--- src/rtl/cpu_pkg.sv ---
// Shared CPU-wide widths and the ALU opcode set used by decoder, RS and ALU.
package cpu_pkg;

  localparam int unsigned CPU_VREG_W = 5;
  localparam int unsigned CPU_DATA_W = 32;
  localparam int unsigned CPU_OP_W   = 5;

  typedef enum logic [CPU_OP_W-1:0] {
    AluAdd  = 5'd0,
    AluSub  = 5'd1,
    AluAnd  = 5'd2,
    AluOr   = 5'd3,
    AluXor  = 5'd4,
    AluSll  = 5'd5,
    AluSrl  = 5'd6,
    AluSra  = 5'd7,
    AluSlt  = 5'd8,
    AluSltu = 5'd9
  } alu_op_e;

endpackage

--- src/rtl/rs_find_first.sv ---
// Find-first-set priority encoder: lowest set bit of req wins.
module rs_find_first #(
  parameter int unsigned DEPTH = 8
) (
  input  logic [DEPTH-1:0]         req,
  output logic                     found,
  output logic [$clog2(DEPTH)-1:0] idx
);

  localparam int unsigned IDX_W = $clog2(DEPTH);

  // Scan from the top down so the lowest-index request is the last one written.
  always_comb begin
    found = 1'b0;
    idx   = '0;
    for (int i = int'(DEPTH) - 1; i >= 0; i--) begin
      if (req[i]) begin
        found = 1'b1;
        idx   = IDX_W'(i);
      end
    end
  end

endmodule

--- src/rtl/alu_reservation_station.sv ---
// ALU reservation station: in-order slot allocation, writeback snooping wakeup,
// lowest-index-ready issue into a registered output stage.
module alu_reservation_station
  import cpu_pkg::*;
#(
  parameter int unsigned DEPTH  = 8,
  parameter int unsigned VREG_W = CPU_VREG_W,
  parameter int unsigned DATA_W = CPU_DATA_W,
  parameter int unsigned OP_W   = CPU_OP_W
) (
  input  logic              clk,
  input  logic              rst,
  input  logic              flush,
  input  logic              dispatch_en,
  input  logic [OP_W-1:0]   dispatch_op,
  input  logic              dispatch_rs1_ready,
  input  logic [VREG_W-1:0] dispatch_rs1_vregid,
  input  logic [DATA_W-1:0] dispatch_rs1_val,
  input  logic              dispatch_rs2_ready,
  input  logic [VREG_W-1:0] dispatch_rs2_vregid,
  input  logic [DATA_W-1:0] dispatch_rs2_val,
  input  logic [VREG_W-1:0] dispatch_dst_vregid,
  output logic              full,
  input  logic              wb_en,
  input  logic [VREG_W-1:0] wb_vregid,
  input  logic [DATA_W-1:0] wb_val,
  output logic              issue_en,
  output logic [OP_W-1:0]   issue_op,
  output logic [DATA_W-1:0] issue_val1,
  output logic [DATA_W-1:0] issue_val2,
  output logic [VREG_W-1:0] issue_dst_vregid
);

  localparam int unsigned IDX_W = $clog2(DEPTH);

  typedef struct packed {
    logic              valid;
    logic [OP_W-1:0]   op;
    logic [VREG_W-1:0] dst;
    logic              rdy1;
    logic [VREG_W-1:0] tag1;
    logic [DATA_W-1:0] val1;
    logic              rdy2;
    logic [VREG_W-1:0] tag2;
    logic [DATA_W-1:0] val2;
  } entry_t;

  entry_t entry_q [DEPTH];
  entry_t entry_d [DEPTH];
  entry_t new_entry;

  logic [DEPTH-1:0] free_vec;
  logic [DEPTH-1:0] ready_vec;
  logic             free_found;
  logic [IDX_W-1:0] free_idx;
  logic             sel_found;
  logic [IDX_W-1:0] sel_idx;

  // Occupancy and readiness vectors from registered state only.
  always_comb begin
    free_vec  = '0;
    ready_vec = '0;
    for (int i = 0; i < int'(DEPTH); i++) begin
      free_vec[i]  = ~entry_q[i].valid;
      ready_vec[i] = entry_q[i].valid & entry_q[i].rdy1 & entry_q[i].rdy2;
    end
  end

  assign full = ~|free_vec;

  rs_find_first #(.DEPTH(DEPTH)) u_free_sel (
    .req   (free_vec),
    .found (free_found),
    .idx   (free_idx)
  );

  rs_find_first #(.DEPTH(DEPTH)) u_issue_sel (
    .req   (ready_vec),
    .found (sel_found),
    .idx   (sel_idx)
  );

  // Incoming entry, with same-cycle writeback bypass for unready sources.
  always_comb begin
    new_entry       = '0;
    new_entry.valid = 1'b1;
    new_entry.op    = dispatch_op;
    new_entry.dst   = dispatch_dst_vregid;
    new_entry.rdy1  = dispatch_rs1_ready;
    new_entry.tag1  = dispatch_rs1_vregid;
    new_entry.val1  = dispatch_rs1_val;
    new_entry.rdy2  = dispatch_rs2_ready;
    new_entry.tag2  = dispatch_rs2_vregid;
    new_entry.val2  = dispatch_rs2_val;
    if (wb_en && !dispatch_rs1_ready && dispatch_rs1_vregid == wb_vregid) begin
      new_entry.rdy1 = 1'b1;
      new_entry.val1 = wb_val;
    end
    if (wb_en && !dispatch_rs2_ready && dispatch_rs2_vregid == wb_vregid) begin
      new_entry.rdy2 = 1'b1;
      new_entry.val2 = wb_val;
    end
  end

  // Next entry state: wakeup, then issue clear, then allocation, with flush overriding all.
  always_comb begin
    for (int i = 0; i < int'(DEPTH); i++) begin
      entry_d[i] = entry_q[i];
      if (entry_q[i].valid && wb_en) begin
        if (!entry_q[i].rdy1 && entry_q[i].tag1 == wb_vregid) begin
          entry_d[i].rdy1 = 1'b1;
          entry_d[i].val1 = wb_val;
        end
        if (!entry_q[i].rdy2 && entry_q[i].tag2 == wb_vregid) begin
          entry_d[i].rdy2 = 1'b1;
          entry_d[i].val2 = wb_val;
        end
      end
    end
    if (sel_found) begin
      entry_d[sel_idx].valid = 1'b0;
    end
    // free_idx never equals sel_idx: a selected entry is valid, hence not free.
    if (dispatch_en && free_found) begin
      entry_d[free_idx] = new_entry;
    end
    if (flush) begin
      for (int i = 0; i < int'(DEPTH); i++) begin
        entry_d[i].valid = 1'b0;
      end
    end
  end

  // Entry storage.
  always_ff @(posedge clk or posedge rst) begin
    if (rst) begin
      for (int i = 0; i < int'(DEPTH); i++) begin
        entry_q[i] <= '0;
      end
    end else begin
      entry_q <= entry_d;
    end
  end

  // Registered issue stage; payload holds its last value when nothing issues.
  always_ff @(posedge clk or posedge rst) begin
    if (rst) begin
      issue_en         <= 1'b0;
      issue_op         <= '0;
      issue_val1       <= '0;
      issue_val2       <= '0;
      issue_dst_vregid <= '0;
    end else if (flush) begin
      issue_en <= 1'b0;
    end else begin
      issue_en <= sel_found;
      if (sel_found) begin
        issue_op         <= entry_q[sel_idx].op;
        issue_val1       <= entry_q[sel_idx].val1;
        issue_val2       <= entry_q[sel_idx].val2;
        issue_dst_vregid <= entry_q[sel_idx].dst;
      end
    end
  end

endmodule

--- config.mk ---
export PLATFORM = sky130hd
export DESIGN_NAME = alu_reservation_station
export DESIGN_NICKNAME = d
export VERILOG_FILES = /design/src/rtl/cpu_pkg.sv /design/src/rtl/rs_find_first.sv /design/src/rtl/alu_reservation_station.sv
export SDC_FILE = /design/constraint.sdc
export NUM_CORES = 2
export LEC_CHECK = 0
export ABC_AREA = 1
export CORE_MARGIN = 2
export CORE_UTILIZATION = 40
export CTS_CLUSTER_DIAMETER = 50
export DETAILED_ROUTE_END_ITERATION = 8
export PLACE_DENSITY = 0.56
export SETUP_SLACK_MARGIN = 0.5
export SYNTH_ARGS = -nofsm -noshare
export SYNTH_HDL_FRONTEND = slang
export SYNTH_SLANG_ARGS = --single-unit
--- constraint.sdc ---
create_clock -name clk -period 33.4 [get_ports clk]
set_clock_uncertainty 0.15 [all_clocks]
set_input_delay 3.34 -clock clk [delete_from_list [all_inputs] [get_ports clk]]
set_output_delay 3.34 -clock clk [all_outputs]
set_load 0.02 [all_outputs]
==> out/metrics.yaml <==
seq_area_frac_synth_pct: 44.9
grt_pass1_wl_mm: 274
p_per_area_nw_per_um2: 62.9
slew_headroom_pct: 14.5
synthFlopType: "dfrtp_1"
synthSimpleGateAreaFrac_pct: 31.2
ys_seq_elements: 771
synth_edf_count: 0
syn_area_per_cell_um2: 7.07
synth_top_area_cell: "dfrtp_1"
cts_hold_buffers: 0
synth_cell_type_count: 40
synthToLayoutAreaGrowth_pct: 16.5
grt_pass1_vias: 40600
rsz0062_at_grt: "false"
synth_nets: 6213
vias: 43200
grt_antenna_before_repair: 7
hold_viol: 0
cts_resized: 0
synthTopCellsByArea: "dfrtp_1 (45%), nand2_1 (14%), nand3_1 (9.5%)"
synth_top_family_by_area: "simple AND/OR/NAND/NOR gates"
cts.clk_slew.worst_paths_ns: 0.05
postRouteAntennaNets: 0
die_area_um2: 110000
grt_overflow: 0
max_freq_ghz: 0.139
fillers: 10800
clockBufferDepth: 3
leakage_nw: 24.8
cp_max_fo: 30
syn-cell-area_um2: 43000
min_period_ns: 7.17
drt-total-wl_mm: 186
synthMuxAreaShare_pct: 0
worstSkewPairLatency_ns: 0.71
die_h_um: 332
regArea_um2: 19300
drv_slew: 0
drc_errors: 0
dp_hpwl_mm: 109
critical_path_class: "in -> reg"
synth-adder-area-share_pct: 0
postSynthCellCount: 6085
start_util_pct: 40.2
avgRoutedWirePerCell_um: 24.7
synth_xor_area_share_pct: 0.815
cp-start-kind: "primary input"
cts_buffers: 115
htree_levels: 3
drtIter0Drc: 5060
peakVddDrop_uv: 46.5
io_buffer_count: 203
layout-drive-gt1-share_pct: 6.33
grt_max_degree: 170
via_per_inst: 5.73
first_pass_iters: 9
tritoncts: "done"
track_usage_pct: 33.1
core_region_area_um2: 107000
multi_input_area_um2: 19400
cts_sinks: 771
final.period_utilization_pct: 21.5
cts_root_buf: "clkbuf_16"
layout.nets: 6164
yosys_warnings: 0
rows: 120
die_x_um: 332
cp-end-kind: "register"
arrival_ns: 7.61
max-cap-violations: 0
finalSetupTns_ns: 0
synthArstFlopShare_pct: 100
postCtsSetupRepairBufs: 0
synth_top_area_share_pct: 44.9
finalSetupViolCount: 0
status: "complete, no violations"
globalplace.congestion: 0.890
worst_pin_slew_ns: 1.28
hold_path.class: "reg -> reg"
io_pins: 204
synth-compound-area-share_pct: 12.9
required_ns: 33.83
design_power_total_mw: 3.15
[cell usage in the layout (no fill, tap or decap), types with 22 or more instances in the layout]
cell / netlist / layout
a21oi_1: 103 / 103
o21ai_1: 76 / 76
a31oi_1: 92 / 92
clkbuf_16: 0 / 119
o211ai_1: 96 / 96
dfrtp_1: 771 / 771
nand3_1: 816 / 812
buf_4: 10 / 105
clkdlybuf4s50_1: 0 / 203
nand2_1: 1603 / 1589
inv_2: 26 / 22
o21ai_0: 642 / 642
nand3b_1: 93 / 93
inv_1: 603 / 600
nand4_1: 72 / 72
bufinv_16: 0 / 25
nor2_1: 513 / 503
[per-layer routing]
layer	up-vias	GRT usage, %	wire length, um
met5	-	0.347	63
met4	4	13.4	7970
met3	426	7.53	20000
met2	2380	51.5	81800
met1	20800	44.5	76400
li1	19600	-	-
[power breakdown]
part           switching (mW)  leakage [nW]  total [mW]  internal, mW
combinational           0.379          13.0       0.618         0.239
clock                   0.492          2.06        1.36         0.870
sequential             0.0796          9.79        1.17          1.09
[synthesized netlist by cell type (2+ instances only)]
cell type and count:
o21ai_1 76, a22oi_1 2, o211ai_1 96, clkinv_2 2, nand2_1 1603, xnor2_1 21
xor2_1 19, nand3_1 816, nor2_1 513, nand4_1 72, inv_1 603, and3_1 2
clkinv_1 9, a31oi_1 92, nor4_1 9, buf_2 144, nand2_2 2, nor2_2 6
buf_1 33, o22ai_1 9, dfrtp_1 771, nand3b_1 93, nor3_1 8, clkbuf_1 289
buf_4 10, nor2_4 3, a21oi_1 103, inv_2 26, o21ai_0 642
[metrics by stage]
step | area (um2) | worst slack (ns) | hold WS [ns] | util, % | cells
after floorplan | 43000 | 8.27 | 0.304 | - | 6085
after global placement | 45800 | 25.38 | 0.317 | 42.8 | 7322
after detailed placement | 45800 | 25.39 | 0.316 | 42.8 | 7322
after CTS | 50100 | 26.13 | 0.338 | 46.8 | 7537
after global routing | 50100 | 25.71 | 0.356 | 46.8 | 7539
final | 50100 | 26.23 | 0.334 | 46.9 | 7543
[critical path, stage by stage]
cell and delay, ns:
clkdlybuf4s50_1 0.84, clkinv_2 0.44, nor2_1 0.07, nor4_1 0.31, nand3_1 0.15, nor2_1 0.84, nand2_2 0.69, buf_4 0.49
o21ai_0 0.20, nand2_1 0.07, nand2_1 0.09, inv_1 0.04
[path summary, 6_finish.rpt]
| path | start | endpoint | slack, ns | cells past startpoint |
|---|---|---|---|---|
| min in group asynchronous | rst | issue_op[3] | 3.01 | 2 |
| worst min-delay path | entry_q[84] | entry_q[84] | 0.33 | 2 |
| worst max register to register | entry_q[695] | issue_val1[19] | 27.89 | 13 |
| worst max-delay path | wb_vregid[1] | entry_q[636] | 26.23 | 12 |
| worst min register to register | entry_q[84] | entry_q[84] | 0.33 | 2 |
| max in group asynchronous | rst | entry_q[356] | 26.29 | 6 |
[flip-flops by register name, indices dropped and copies added, names as in the netlist]
register	flops
issue_en	1
issue_dst_vregid	5
entry_q	696
issue_op	5
issue_val2	32
issue_val1	32
[layout make-up]
class / count / share of cell area [%]
Clock inverter: 73 / 2.19
Inverter: 640 / 4.86
Multi-Input combinational cell: 4197 / 38.8
Tap cell: 1403 / 3.50
Clock buffer: 142 / 6.36
Antenna cell: 6 / 0.0300
Timing Repair Buffer: 311 / 5.75
Sequential cell: 771 / 38.5
[cell families (layout without fill, tap and decap cells)]
logic type             Yosys count  count (layout)
AO/OA/AOI/OAI                 1026            1026
XOR/XNOR                        40              40
buffers and inverters         1117            1166
flip-flops                     771             771
other                            0               6
AND/OR/NAND/NOR               3131            3131
Note: power is estimated with default switching activity, not from simulation.
